===== config.mk =====
export PLATFORM = sky130hd
export DESIGN_NAME = chaos_keystream_extractor
export DESIGN_NICKNAME = d
export VERILOG_FILES = /design/src/rtl/chaos_keystream_extractor.sv
export SDC_FILE = /design/constraint.sdc
export NUM_CORES = 1
export LEC_CHECK = 0
export ABC_AREA = 1
export BUFFER_PORTS_ARGS = -buffer_cell sky130_fd_sc_hd__buf_2
export CAP_MARGIN = 30
export CORE_MARGIN = 1.5
export CORE_UTILIZATION = 25
export CTS_CLUSTER_DIAMETER = 60
export DETAILED_ROUTE_END_ITERATION = 12
export GPL_TIMING_DRIVEN = 0
export SLEW_MARGIN = 10
export SYNTH_ARGS = -nofsm -noshare
export SYNTH_HDL_FRONTEND = slang
export SYNTH_SLANG_ARGS = --single-unit
export TNS_END_PERCENT = 1

===== constraint.sdc =====
create_clock -name clk -period 2.35 [get_ports clk]
set_input_delay 0.3525 -clock clk [delete_from_list [all_inputs] [get_ports clk]]
set_output_delay 0.3525 -clock clk [all_outputs]
set_load 0.01 [all_outputs]

===== src/rtl/chaos_keystream_extractor.sv =====
// chaos_keystream_extractor
// Turns each float32 state triple from the affine-transform stage into three
// key bytes (taken from the fractional part of |x|), buffers the triples in a
// FIFO and streams them out byte by byte over a valid/ready handshake.
// Optional build macro KEYSTREAM_FOLD_EN: the key byte becomes the XOR of all
// four bytes of the 32-bit fraction instead of the BYTE_LSB-selected byte.
module chaos_keystream_extractor #(
    parameter int PRECISION = 32,
    parameter int DEPTH     = 8,
    parameter int AF_MARGIN = 2,
    parameter int BYTE_LSB  = 16
) (
    input  logic                 clk,
    input  logic                 reset_n,
    input  logic                 in_valid,
    input  logic [PRECISION-1:0] x0,
    input  logic [PRECISION-1:0] x1,
    input  logic [PRECISION-1:0] x2,
    output logic [7:0]           k_data,
    output logic                 k_valid,
    input  logic                 k_ready,
    output logic                 almost_full,
    output logic                 overflow,
    output logic                 nonfinite,
    input  logic                 clr_err
);
    localparam int AW = $clog2(DEPTH);
    localparam int CW = $clog2(DEPTH + 1);

    // Fraction of |x| scaled by 2^32, reduced to one key byte.
    function automatic logic [7:0] key_byte(input logic [30:0] mag);
        logic [7:0]  e;
        logic [31:0] sig;
        logic [31:0] frac;
        int          sh;
        e    = mag[30:23];
        sig  = {8'd0, 1'b1, mag[22:0]};
        sh   = int'(e) - 118;
        frac = '0;
        // Zero/denormal and Inf/NaN contribute nothing; shifts that push every
        // significand bit outside the 32-bit window also give zero.
        if (e != 8'h00 && e != 8'hFF && sh < 32 && sh > -24) begin
            if (sh >= 0) begin
                frac = sig << sh[4:0];
            end else begin
                frac = sig >> 5'(-sh);
            end
        end
`ifdef KEYSTREAM_FOLD_EN
        return frac[31:24] ^ frac[23:16] ^ frac[15:8] ^ frac[7:0];
`else
        return 8'(frac >> BYTE_LSB);
`endif
    endfunction

    // Magnitudes only: the sign bit never affects the key.
    logic [2:0][30:0] mag;
    logic [2:0][7:0]  key_d;
    logic [2:0]       nf_hit;
    logic             unused_sign;

    assign mag         = {x2[30:0], x1[30:0], x0[30:0]};
    assign unused_sign = x0[31] ^ x1[31] ^ x2[31];

    genvar gi;
    generate
        for (gi = 0; gi < 3; gi++) begin : g_conv
            assign key_d[gi]  = key_byte(mag[gi]);
            assign nf_hit[gi] = (mag[gi][30:23] == 8'hFF);
        end
    endgenerate

    // Stage 1: capture the converted triple on the sampling edge.
    logic        s1_valid_q;
    logic [23:0] s1_entry_q;

    always_ff @(posedge clk or negedge reset_n) begin
        if (!reset_n) begin
            s1_valid_q <= 1'b0;
            s1_entry_q <= '0;
        end else begin
            s1_valid_q <= in_valid;
            if (in_valid) begin
                s1_entry_q <= key_d;
            end
        end
    end

    // Stage 2: triple FIFO plus byte serialiser.
    logic [23:0]   mem_q [DEPTH];
    logic [AW-1:0] wr_ptr_q;
    logic [AW-1:0] rd_ptr_q;
    logic [CW-1:0] count_q;
    logic [CW-1:0] count_d;
    logic [1:0]    byte_idx_q;
    logic          fire;
    logic          pop;
    logic          push;
    logic          drop;
    logic          overflow_q;
    logic          nonfinite_q;
    logic [23:0]   head;

    // A pop on the same edge frees the slot, so a full FIFO can still accept.
    always_comb begin
        fire    = k_valid && k_ready;
        pop     = fire && (byte_idx_q == 2'd2);
        push    = s1_valid_q && ((count_q != CW'(DEPTH)) || pop);
        drop    = s1_valid_q && !push;
        count_d = count_q;
        if (push && !pop) begin
            count_d = count_q + CW'(1);
        end else if (pop && !push) begin
            count_d = count_q - CW'(1);
        end
    end

    // Storage array, no reset so it maps onto RAM.
    always_ff @(posedge clk) begin
        if (push) begin
            mem_q[wr_ptr_q] <= s1_entry_q;
        end
    end

    // Pointers, occupancy and byte index.
    always_ff @(posedge clk or negedge reset_n) begin
        if (!reset_n) begin
            wr_ptr_q   <= '0;
            rd_ptr_q   <= '0;
            count_q    <= '0;
            byte_idx_q <= 2'd0;
        end else begin
            count_q <= count_d;
            if (push) begin
                wr_ptr_q <= wr_ptr_q + AW'(1);
            end
            if (pop) begin
                rd_ptr_q <= rd_ptr_q + AW'(1);
            end
            if (fire) begin
                byte_idx_q <= (byte_idx_q == 2'd2) ? 2'd0 : byte_idx_q + 2'd1;
            end
        end
    end

    // Sticky error flags; a set event wins over a simultaneous clear.
    always_ff @(posedge clk or negedge reset_n) begin
        if (!reset_n) begin
            overflow_q  <= 1'b0;
            nonfinite_q <= 1'b0;
        end else begin
            if (drop) begin
                overflow_q <= 1'b1;
            end else if (clr_err) begin
                overflow_q <= 1'b0;
            end
            if (in_valid && (|nf_hit)) begin
                nonfinite_q <= 1'b1;
            end else if (clr_err) begin
                nonfinite_q <= 1'b0;
            end
        end
    end

    // Head byte select; forced to zero while empty so reset clears k_data.
    always_comb begin
        head = mem_q[rd_ptr_q];
        case (byte_idx_q)
            2'd0:    k_data = head[7:0];
            2'd1:    k_data = head[15:8];
            2'd2:    k_data = head[23:16];
            default: k_data = 8'h00;
        endcase
        if (!k_valid) begin
            k_data = 8'h00;
        end
    end

    assign k_valid     = (count_q != '0);
    assign almost_full = (count_q >= CW'(DEPTH - AF_MARGIN));
    assign overflow    = overflow_q;
    assign nonfinite   = nonfinite_q;

endmodule


==> flow_results.org <==
** Worst hold path
- End point of the worst hold path :: s1_valid_q$_DFF_PN0_
- Number of cells traversed by the worst hold path :: 1
- In this run the most critical hold path is launched from in_valid.
- Tightest Hold Check Type :: input pin to register

** Power
- Total power for the finished layout comes to 16.03 mW.
- The internal power of the cells totals 9.629 mW.
- Combinational cell fraction of total power :: 43.2%
- VDD IR max :: 0.5737 mV
- In this run switching power makes up 39.93% of total power.
- Share of total power in sequential cells :: 34.4%
- Dividing total power by cell area gives a power density of 939.7 mW/mm².
- Psw :: 6.400 mW
- Leakage power of the design :: 7.071 nW
- The clock network is responsible for 22.4% of the overall power.

** Clock network
- In this run the deepest clock path goes through 3 buffers.
- Number of clock buffers inserted by TritonCTS :: 23
- The later pin in the worst-skew pair is clocked with a latency of 530 ps.
- Clock tree synthesis selected as its root buffer the cell sky130_fd_sc_hd__clkbuf_16.
- CTS tree :: yes
- Clock-pin slew was measured on the worst setup and hold paths at 60 ps.
- Number of levels in the clock H-tree :: 1
- For this design, the sink count on the clock tree is 231.

** STA
- For this run, the top clock speed supported by timing is 356.3 MHz.
- For the final database, setup skew stands at 26.06 ps.
- Once routing completed, OpenROAD measured the worst setup slack at -456.7 ps.
- Max-slew violation total from the final report :: 0
- Of the available clock period, the critical path in the final layout requires 119.4%.
- On the final layout, the worst hold slack is 107.4 ps.
- Slew HR :: 41.78%
- Setup violations remaining at the end of the flow were counted as 67.
- Setup repair after global routing could not meet its margin everywhere.
- Hold violation count in the final report :: 0
- Counting I/O delays and the setup requirement, the final critical path takes 2807 ps.
- Least-Margin Pin Slew :: 871.3 ps

** Floorplan
- In this run the standard cell core region covers 0.05617 mm².
- 113 I/O pins were placed.
- The floorplan step set the die width to 240.9 µm.
- The floorplan step defined a die boundary enclosing 0.05803 mm².
- After floorplanning, the core was divided into 87 placement rows.
- Overall die height :: 240.9 µm
- The initial utilization of the core area, before any placement, comes to 25.19%.

** Global routing
- Number of antenna violations at the first check in global routing :: 3
- Global routing used 15.14% of the available tracks.
- Remaining global-route overflow :: 0
- Wire length of the first global-routing pass :: 69.60 mm
- Pin count of the biggest net entering global routing :: 25
- Vias in the first global route :: 12690

** Yosys
- When the netlist entered floorplanning its net count stood at 1872.
- Yosys attributes the largest share of cell area to sky130_fd_sc_hd__edfxtp_1 (41%), sky130_fd_sc_hd__nand3_1 (14%), sky130_fd_sc_hd__nand2_1 (11%).
- After synthesis the netlist holds a flip-flop and latch count of 231.
- In the synthesized netlist the dominant register cell turns out to be sky130_fd_sc_hd__edfxtp_1.
- The biggest area contributor in the post-synthesis netlist is sky130_fd_sc_hd__edfxtp_1.
- Synth top cells by count :: sky130_fd_sc_hd__nand2_1 (414), sky130_fd_sc_hd__nand3_1 (388), sky130_fd_sc_hd__nor2_1 (197), sky130_fd_sc_hd__edfxtp_1 (192), sky130_fd_sc_hd__o21ai_0 (130)
- In this run, synthesis inferred 192 flip-flops with an integrated enable.
- Post-synth top area share :: 40.75%
- Sequential cells were found to cover 47.65% of the synthesized design area.
- The number of different library cells used by synthesis comes to 44.
- FFs w/ async S/R, synth :: 16.88%
- Total standard cell area after synthesis :: 0.01415 mm²
- The Yosys step of the flow raised 0 warnings.
- Count of mapped cells out of synthesis :: 1747
- A synthesized cell averages 8.099 µm².
- Dominant cell by count in the synthesized netlist :: sky130_fd_sc_hd__nand2_1

** Setup path
- The number of cells on the worst reg-to-reg path is 19.
- Cell with the biggest individual delay on the critical path :: sky130_fd_sc_hd__dfrtp_2
- Largest stage delay on the critical path :: 480 ps
- Together, buffers and inverters on the worst path number 4.
- Walking the worst path, the cells encountered are buf_8, buf_12, nor2_2, nor2_1, o21ai_0, o21ai_1, o211ai_1, nand3_1, nand2_1, inv_1, buf_2.
- FF-to-FF Start :: count_q[0]$_DFFE_PN0P_
- The kind of cell with the highest combined delay along the critical path is compound AO/OA/AOI/OAI gates.
- The worst register-to-register path ends at count_q[3]$_DFFE_PN0P_.
- For flop-to-flop paths, the worst setup slack is -190 ps.
- Data required, critical path :: 2000 ps
- STA classifies the critical path startpoint as a register.
- Category of the most critical setup path :: register to output port
- In this run the worst path has a maximum fanout of 8.
- Arrival time at the worst endpoint :: 2450 ps
- Kind of end point of the critical path :: output port

** Route
- Via density per instance :: 4.918
- After the first detailed-routing iteration, the DRC count stood at 1194.
- In the routed design, unresolved DRC markers number 0.
- The routed layout has 13200 vias.
- Avg WL per Cell :: 16.60 µm
- Antenna-violating nets left :: 0
- Number of iterations in the first detailed-routing pass :: 6
- The final layout contains routed wiring with a total length of 44.58 mm.

** Finish
- Nets@finish :: 2035
- The area growth from synthesis to layout is 20.56%.
- Area taken by flip-flops and latches :: 0.006744 mm²
- Final core area utilization :: 30.37%
- The layout has 5967 filler cells.
- Share of final-layout standard cells stronger than drive strength 1 :: 17.80%
- Multi-input gate area :: 0.006812 mm²

** Placement
- Gp weighted congestion :: 0.9242
- OpenSTA, run right after detailed placement, puts the worst setup slack at -750.2 ps.
- Port Buffers :: 109
- After legalization and detailed placement, the total HPWL measured 32.61 mm.

** Status
- The checks that failed: setup timing.
- Status :: finished, violations left

** Flow run
- The tool flagged a number of max-cap violations equal to 0.
## placed cells by master (no fill, tap or decap), drive strengths merged, types with 2 or more instances in the layout
cell and instances:
o211ai 54, nand4 5, o21a 3, clkinvlp 2, o21ai 163, a21oi 11
clkinv 10, dfrtp 39, mux2 2, xor2 4, nand2 441, edfxtp 192
and2 2, o21bai 2, nand3 391, inv 99, buf 188, clkbuf 60
bufinv 2, nor2 220, diode 2, xnor2 6, ha 23
## final cells by class
type / instances / area share [%]
clock inverter: 12 / 0.7042
buffer: 83 / 3.044
clock buffer: 30 / 3.587
sequential: 231 / 39.54
multi-input combinational: 1334 / 39.93
inverter: 101 / 2.274
tap: 756 / 5.545
antenna: 2 / 0.02934
timing repair buffer: 136 / 5.347
## sequential cells by signal, indices dropped and copies added (netlist names)
signal      flops
mem_q         192
s1_entry_q     24
byte_idx_q      2
overflow        1
rd_ptr_q        3
count_q         4
wr_ptr_q        3
s1_valid_q      1
nonfinite       1
## repair_timing
| action | in CTS | in global routing |
|---|---|---|
| pin swaps | 24 | 24 |
| setup buffers | 21 | 0 |
| resized for setup | 74 | 33 |
| hold buffers | 1 | 0 |
| setup endpoints to repair | 203 | 98 |
| hold endpoints to repair | 16 | 0 |
| cloned | 3 | 1 |
## per-stage QoR
| stage | cell area (µm²) | cells | TNS, ps |
|---|---|---|---|
| CTS | 16960 | 2682 | -14030 |
| global placement | 15640 | 2612 | -231650 |
| detailed placement | 15790 | 2616 | -75720 |
| global route | 17060 | 2685 | -19120 |
| floorplan | 14150 | 1747 | -25420 |
| finish | 17060 | 2685 | -11530 |
## power groups by stage
stage | Combinational (mW) | Sequential (mW) | Clock, mW
detailed placement | 6.07 | 5.53 | 0
CTS | 6.69 | 5.49 | 3.63
global route | 7.61 | 5.57 | 3.78
floorplan | 3.85 | 5.44 | 0
finish | 6.93 | 5.51 | 3.60
global placement | 5.87 | 5.52 | 0
## logic make-up after synthesis
kind of cell	synth area share, %
DFF	47.65
AOI/OAI and AO/OA	9.436
buffers and inverters	5.792
adders and majority gates	2.175
xor gates and xnor gates	0.8048
muxes	0.1592
and+or+nand+nor	33.98
## per-layer routing
layer	part of all wire (%)	track usage [%]
met3	5.2	1.590
met2	48	25.82
met1	45	20.48
met4	1.8	3.655
met5	0.027	0
## worst register-to-register path, stage by stage (launching register included)
cell and delay, ps:
sky130_fd_sc_hd__dfrtp_2 400, sky130_fd_sc_hd__inv_2 60, sky130_fd_sc_hd__nand2_4 80, sky130_fd_sc_hd__nor3_4 40
sky130_fd_sc_hd__buf_6 140, sky130_fd_sc_hd__nor2_4 190, sky130_fd_sc_hd__nand2_4 100, sky130_fd_sc_hd__nand4_4 110
sky130_fd_sc_hd__nand2_4 70, sky130_fd_sc_hd__inv_2 130, sky130_fd_sc_hd__ha_4 170, sky130_fd_sc_hd__inv_4 50
sky130_fd_sc_hd__ha_1 260, sky130_fd_sc_hd__nand2_1 60, sky130_fd_sc_hd__nor2_1 50, sky130_fd_sc_hd__a211oi_2 190
sky130_fd_sc_hd__nand2_1 70, sky130_fd_sc_hd__nand2_1 60, sky130_fd_sc_hd__nor2_1 40, sky130_fd_sc_hd__xor2_1 130
## worst max-delay path by stage
stage / start / end / slack [ps] / cells after the start
3_3_place_gp: count_q[1]$_DFFE_PN0P_ / mem_q[7][18]$_DFFE_PP_ / -1610 / 10
4_1_cts: rd_ptr_q[0]$_DFFE_PN0P_ / k_data[7] / -430 / 11
2_1_floorplan: count_q[0]$_DFFE_PN0P_ / mem_q[1][0]$_DFFE_PP_ / -260 / 10
3_5_place_dp: count_q[1]$_DFFE_PN0P_ / count_q[3]$_DFFE_PN0P_ / -750 / 18
5_1_grt: rd_ptr_q[0]$_DFFE_PN0P_ / k_data[2] / -550 / 11
6_report: rd_ptr_q[0]$_DFFE_PN0P_ / k_data[2] / -460 / 11
Note: power is estimated with default switching activity, not from simulation.
